$ cat src/rtl/mips_pkg.sv
// =============================================================================
// mips_pkg : opcodes, ALU/select encodings, states and control bundle
// Rev 1.0
// =============================================================================
`default_nettype none

package mips_pkg;

    localparam logic [5:0] OP_RTYPE = 6'h00;
    localparam logic [5:0] OP_J     = 6'h02;
    localparam logic [5:0] OP_JAL   = 6'h03;
    localparam logic [5:0] OP_BEQ   = 6'h04;
    localparam logic [5:0] OP_BNE   = 6'h05;
    localparam logic [5:0] OP_ADDI  = 6'h08;
    localparam logic [5:0] OP_ADDIU = 6'h09;
    localparam logic [5:0] OP_SLTI  = 6'h0A;
    localparam logic [5:0] OP_ANDI  = 6'h0C;
    localparam logic [5:0] OP_ORI   = 6'h0D;
    localparam logic [5:0] OP_LW    = 6'h23;
    localparam logic [5:0] OP_SW    = 6'h2B;

    localparam logic [2:0] ALU_ADD   = 3'd0;
    localparam logic [2:0] ALU_SUB   = 3'd1;
    localparam logic [2:0] ALU_AND   = 3'd2;
    localparam logic [2:0] ALU_OR    = 3'd3;
    localparam logic [2:0] ALU_SLT   = 3'd4;
    localparam logic [2:0] ALU_FUNCT = 3'd5;

    localparam logic [1:0] DST_RT = 2'd0;
    localparam logic [1:0] DST_RD = 2'd1;
    localparam logic [1:0] DST_RA = 2'd2;

    localparam logic [1:0] WB_ALU = 2'd0;
    localparam logic [1:0] WB_MEM = 2'd1;
    localparam logic [1:0] WB_PC4 = 2'd2;

    typedef enum logic [3:0] {
        S_IF   = 4'd0,
        S_ID   = 4'd1,
        S_EXE  = 4'd2,
        S_MEM  = 4'd3,
        S_WB   = 4'd4,
        S_BR   = 4'd5,
        S_JMP  = 4'd6,
        S_HALT = 4'd7
    } state_t;

    typedef struct packed {
        logic       pcwrt;
        logic       branch;
        logic       jump;
        logic       irwrt;
        logic       regwrite;
        logic [1:0] regdst;
        logic [1:0] wbsrc;
        logic       alusrcb;
        logic       extsel;
        logic [2:0] aluop;
        logic       memwrite;
    } ctrl_t;

    // Opcodes that go through the EXE state (R-type, memory and ALU-immediate)
    function automatic logic is_exe_op(input logic [5:0] op);
        return (op == OP_RTYPE) || (op == OP_LW)    || (op == OP_SW)   ||
               (op == OP_ADDI)  || (op == OP_ADDIU) || (op == OP_ANDI) ||
               (op == OP_ORI)   || (op == OP_SLTI);
    endfunction

    function automatic logic is_mem_op(input logic [5:0] op);
        return (op == OP_LW) || (op == OP_SW);
    endfunction

endpackage

`default_nettype wire

$ cat src/rtl/mc_outdec.sv
// =============================================================================
// mc_outdec : combinational decode of {state, opcode, zero} to control outputs
// Rev 1.0
// =============================================================================
`default_nettype none

module mc_outdec
    import mips_pkg::*;
(
    input  state_t      state,
    input  logic [5:0]  opcode,
    input  logic        zero,
    output ctrl_t       ctrl
);

    always_comb begin
        ctrl = '0;
        case (state)
            S_IF: begin
                ctrl.irwrt = 1'b1;
            end
            S_EXE: begin
                ctrl.alusrcb = (opcode != OP_RTYPE);
                ctrl.extsel  = (opcode == OP_LW)   || (opcode == OP_SW) ||
                               (opcode == OP_ADDI) || (opcode == OP_ADDIU) ||
                               (opcode == OP_SLTI);
                case (opcode)
                    OP_RTYPE: ctrl.aluop = ALU_FUNCT;
                    OP_ANDI:  ctrl.aluop = ALU_AND;
                    OP_ORI:   ctrl.aluop = ALU_OR;
                    OP_SLTI:  ctrl.aluop = ALU_SLT;
                    default:  ctrl.aluop = ALU_ADD;
                endcase
            end
            S_MEM: begin
                // lw continues to WB, so only sw retires here
                if (opcode == OP_SW) begin
                    ctrl.memwrite = 1'b1;
                    ctrl.pcwrt    = 1'b1;
                end
            end
            S_WB: begin
                ctrl.regwrite = 1'b1;
                ctrl.pcwrt    = 1'b1;
                if (opcode == OP_RTYPE) begin
                    ctrl.regdst = DST_RD;
                end
                if (opcode == OP_LW) begin
                    ctrl.wbsrc = WB_MEM;
                end
            end
            S_BR: begin
                ctrl.aluop   = ALU_SUB;
                ctrl.alusrcb = 1'b0;
                ctrl.pcwrt   = 1'b1;
                ctrl.branch  = ((opcode == OP_BEQ) &&  zero) ||
                               ((opcode == OP_BNE) && !zero);
            end
            S_JMP: begin
                ctrl.jump  = 1'b1;
                ctrl.pcwrt = 1'b1;
                if (opcode == OP_JAL) begin
                    ctrl.regwrite = 1'b1;
                    ctrl.regdst   = DST_RA;
                    ctrl.wbsrc    = WB_PC4;
                end
            end
            default: begin
                ctrl = '0;
            end
        endcase
    end

endmodule

`default_nettype wire

$ cat src/rtl/mc_control.sv
// =============================================================================
// mc_control : multi-cycle MIPS main control FSM with retired-instruction count
// Rev 1.0
// =============================================================================
`default_nettype none

module mc_control
    import mips_pkg::*;
#(
    parameter logic [5:0] HALT_OP = 6'b111111,
    parameter int         CNT_W   = 32
) (
    input  logic             clk,
    input  logic             reset,
    input  logic [5:0]       opcode,
    input  logic [5:0]       funct,
    input  logic             zero,
    output logic             PCwrt,
    output logic             branch,
    output logic             jump,
    output logic             IRwrt,
    output logic             RegWrite,
    output logic [1:0]       RegDst,
    output logic [1:0]       WBSrc,
    output logic             ALUSrcB,
    output logic             ExtSel,
    output logic [2:0]       ALUOp,
    output logic             MemWrite,
    output logic             halted,
    output logic [CNT_W-1:0] retired,
    output logic [3:0]       state
);

    state_t             r_state;
    state_t             w_next;
    logic [CNT_W-1:0]   r_retired;
    logic               r_halted;
    ctrl_t              w_dec;
    ctrl_t              w_ctrl;
    logic               w_unused_funct;

    // funct is resolved by the ALU decoder, not by this FSM
    assign w_unused_funct = ^funct;

    mc_outdec u_outdec (
        .state  (r_state),
        .opcode (opcode),
        .zero   (zero),
        .ctrl   (w_dec)
    );

    // Reset low masks every enable and select combinationally, not just at the edge
    assign w_ctrl = reset ? w_dec : '0;

    always_comb begin
        w_next = r_state;
        case (r_state)
            S_IF:  w_next = S_ID;
            S_ID: begin
                if (opcode == HALT_OP) begin
                    w_next = S_HALT;
                end else if (is_exe_op(opcode)) begin
                    w_next = S_EXE;
                end else if ((opcode == OP_BEQ) || (opcode == OP_BNE)) begin
                    w_next = S_BR;
                end else if ((opcode == OP_J) || (opcode == OP_JAL)) begin
                    w_next = S_JMP;
                end else begin
                    w_next = S_HALT;
                end
            end
            S_EXE:  w_next = is_mem_op(opcode) ? S_MEM : S_WB;
            S_MEM:  w_next = (opcode == OP_LW) ? S_WB : S_IF;
            S_WB:   w_next = S_IF;
            S_BR:   w_next = S_IF;
            S_JMP:  w_next = S_IF;
            S_HALT: w_next = S_HALT;
            default: w_next = S_IF;
        endcase
    end

    always_ff @(posedge clk) begin
        if (!reset) begin
            r_state   <= S_IF;
            r_retired <= '0;
            r_halted  <= 1'b0;
        end else begin
            r_state  <= w_next;
            r_halted <= r_halted | (w_next == S_HALT);
            if (w_ctrl.pcwrt) begin
                r_retired <= r_retired + CNT_W'(1);
            end
        end
    end

    assign PCwrt    = w_ctrl.pcwrt;
    assign branch   = w_ctrl.branch;
    assign jump     = w_ctrl.jump;
    assign IRwrt    = w_ctrl.irwrt;
    assign RegWrite = w_ctrl.regwrite;
    assign RegDst   = w_ctrl.regdst;
    assign WBSrc    = w_ctrl.wbsrc;
    assign ALUSrcB  = w_ctrl.alusrcb;
    assign ExtSel   = w_ctrl.extsel;
    assign ALUOp    = w_ctrl.aluop;
    assign MemWrite = w_ctrl.memwrite;
    assign halted   = r_halted;
    assign retired  = r_retired;
    assign state    = r_state;

endmodule

`default_nettype wire

$ cat config.mk
export PLATFORM = sky130hd
export DESIGN_NAME = mc_control
export DESIGN_NICKNAME = d
export VERILOG_FILES = /design/src/rtl/mips_pkg.sv /design/src/rtl/mc_outdec.sv /design/src/rtl/mc_control.sv
export SDC_FILE = /design/constraint.sdc
export NUM_CORES = 1
export LEC_CHECK = 0
export CAP_MARGIN = 40
export CORE_MARGIN = 10
export CORE_UTILIZATION = 40
export CTS_CLUSTER_DIAMETER = 80
export DETAILED_ROUTE_END_ITERATION = 10
export GPL_TIMING_DRIVEN = 0
export PLACE_DENSITY = 0.73
export SYNTH_ARGS = -nofsm -noshare
export SYNTH_HDL_FRONTEND = slang
export SYNTH_HIERARCHICAL = 1
export SYNTH_SLANG_ARGS = --single-unit
$ cat constraint.sdc
create_clock -name clk -period 2.3 [get_ports clk]
set_input_delay 0.23 -clock clk [delete_from_list [all_inputs] [get_ports clk]]
set_output_delay 0.23 -clock clk [all_outputs]
set_load 0.01 [all_outputs]
==> impl_results.md <==
* Placed Cells at between 400 and 500
* Sequential area share after synthesis at between 30% and 40%
* Final net count at 379
* Run status: finished with violations
* Worst hold path class: in -> reg
* Number of violations reported at the end of detailed-routing iteration 0 at 50
* Worst r2r path cells at 9
* Buffers on Ports at 58
* Buffer levels on the longest clock path at 2
* Yosys top cell by area: dfxtp_1
* Max Clk Rate at between 0.4 and 0.5 GHz
* Number of top-level pins at 67
* Unrepaired setup endpoints after global routing: yes
* Reg-to-Reg End: retired[27]
* Highest ir drop seen on vdd at 0.0003540 V
* Average size of a mapped cell at ~8 um2
* Share of the synthesized area in the top cell type at ~33%
* Cell Pwr Density at ~420 nW/um2
* Placement Setup Slack at -0.8827 ns
* Skew-Pair Late Insertion Delay at about 0.28 ns
* Clock-pin slew on the worst setup and hold paths at about 0.070 ns
* Final routed DRC violation total at 0
* Vias in the first global route at 2042
* Area of the mapped netlist at ~2200 um2
* Largest net degree at the start of global routing at 14
* CTS tree: yes
* Total count of hold-check failures in the final report at 0
* Inserted Clock Buffers at 5
* Post-synth EDFFs at 0
* Standby leakage power at 0.001117 uW
* Post-synthesis async set-or-reset flop share at 0%
* Number of antenna violations at the first check in global routing at 0
* Routed length per instance at between 10 and 15 um
* Routed WL at 6185 um
* Origin of the worst min-delay path: reset
* Total number of vias at roughly 2300
* Period minus WS final at between 2 and 2.5 ns
* Total power at roughly 1300 uW
* Total count of max-transition violations in the final report at 0
* GRT Overall Usage at about an eighth
* Final Skew at roughly 0.0051 ns
* Sequential cell area at 732.0 um2
* Ant. Diodes at 0
* Final total negative setup slack at -0.3727 ns
* Count of cells along the worst hold path at 2
* Floorplan die area at a little under 9000 um2
* Routability congestion estimate at approximately 0.79
* Commonest cells in the netlist: dfxtp_1, nor2_1, nand2_1, and2_1
* Layout overhead on the synthesized area at 47.73%
* CTS Sinks at 36
* Count leader, synth: dfxtp_1
* Initial standard-cell utilization of the core at approximately two fifths
* Root buffer cell: clkbuf_8
* Crit path kind: reg -> reg
* Overflow after GRT at 0
* # hold bufs at CTS at 0
* Max Cap Viol at 0
* Part of the cycle the worst path needs at 104.1%
* Number of detailed-routing iterations run before antenna repair at 4
* Worst Hold Slack at between 0.2 and 0.3 ns
* Antenna violation net count after detailed routing at 0
* Worst setup SP type: register
* Count of synthesis-stage warnings from yosys at 6
* Crit-path max FO at 4
* Area inside the core boundary at about 5200 um2
* Fin worst setup slack at -0.09380 ns
* Global-route wire length before repair at between 9000 and 10000 um
* Non-filler instance count after layout at ~430
* Synth Flop Type: dfxtp_1
* Endpoints failing setup at 6
* Flop and latch count out of synthesis at 36
* Footprint of the multi-input gates at between 1000 and 1500 um2
* Worst reg2reg startpoint: state[2]
* # H-tree levels at 2
* Vias per std cell at 5.198
* Detailed Place HPWL at ~4400 um
* Unique cell type count in the Yosys netlist at 48
* Critical path endpoint category: register
* Y dimension of the die at 93.84 um
* Arrival time of the worst setup path at ~2.6 ns
* Required time of the critical path at ~2.5 ns
* Endpoint with the worst hold slack: halted
* Slew at the pin closest to its max-slew limit at between 0.5 and 0.6 ns
* Ratio of cells with drive above 1 in the final layout at 19.23%
* Main area contributors after synthesis: dfxtp_1, nor2_1, and2_1
* Slew headroom at between 60% and 70%
* Synth Instances at 278
* Failing checks: negative setup slack
* Layout fillers at 471
* Number of rows in the core area at 26
* R2R Setup Slk at -0.09 ns
* Die width at about 94 um
## layout make-up
type | count | area share [%]
Clock buffer | 8 | 2.796
Inverter | 9 | 1.049
Buffer | 15 | 3.612
Timing Repair Buffer | 74 | 22.10
Sequential cell | 36 | 22.72
Tap cell | 70 | 2.718
Multi-Input combinational cell | 222 | 45.01
## how the worst max path moves through the flow
stage	slack [ns]	startpoint	endpoint	cells past startpoint
after global routing	-0.21	state[2]	retired[29]	10
after detailed placement	-0.88	opcode[0]	retired[30]	11
after global placement	-0.84	opcode[0]	retired[30]	11
after CTS	-0.1	state[2]	retired[27]	9
after floorplan	-0.03	state[1]	retired[30]	10
final	-0.09	state[2]	retired[27]	9
## layout by cell type, fill, tap and decap left out, types with 5 or more instances in the layout
cell type / instances
a21oi_1: 10
and2_1: 16
buf_4: 18
buf_6: 7
clkbuf_1: 7
clkbuf_8: 6
clkdlybuf4s15_2: 5
clkdlybuf4s50_1: 47
conb_1: 6
dfxtp_1: 33
inv_1: 9
nand2_1: 24
nand3_1: 10
nand4_1: 14
nor2_1: 30
nor3_1: 5
nor4_1: 8
nor4_2: 7
o21ai_0: 10
or3_1: 7
xnor2_1: 11
xor2_1: 7
## metrics by stage
stage                     cell area, um2  utilization, %
after floorplan                     2223               -
after detailed placement            2892           55.55
after CTS                           3115           59.86
final                               3222           61.90
after global routing                3222           61.90
after global placement              2892           55.55
## state kept, by name, indices dropped and copies added, names as in the netlist
name     count
halted       1
state        3
retired     32
## timing repair
item / 4_1_cts / 5_1_grt
pin swaps: 5 / 14
buffers inserted: 12 / 3
gates cloned: 0 / 1
resized for setup: 31 / 21
setup endpoints to repair: 33 / 21
## per-layer routing
metal / GRT usage (%) / up-vias / wire length, um
met5: 0 / - / 0
met1: 14.63 / 1059 / 2681
met4: 3.797 / 0 / 59
li1: - / 1156 / -
met2: 22.81 / 36 / 3120
met3: 3.757 / 5 / 323
## worst max-delay path: stages, from the launching register on
cell,delay (ns)
dfxtp_4,0.35
nor2_2,0.09
nand4_1,0.13
o21ai_1,0.15
buf_4,0.13
and4_4,0.25
nand4_1,0.14
or4_4,0.54
or4b_1,0.47
o21ai_1,0.08
## kinds of logic after synthesis
family,count (synthesis),share of synthesized area (%)
AO/OA/AOI/OAI,43,12.16
other,1,0.1720
buffers and inverters,25,6.082
XOR/XNOR,18,7.229
multiplexers,1,0.4590
adder cells (fa/ha/maj),1,0.5736
flip-flops,36,33.05
AND/OR/NAND/NOR,153,40.28
## power by group
group,total (uW),internal (uW),switching [uW]
logic,241,116,125
registers,650,637,12.9
clock network,455,244,211
total,1350,997,349
No activity file was read; power rests on OpenSTA's default activity.
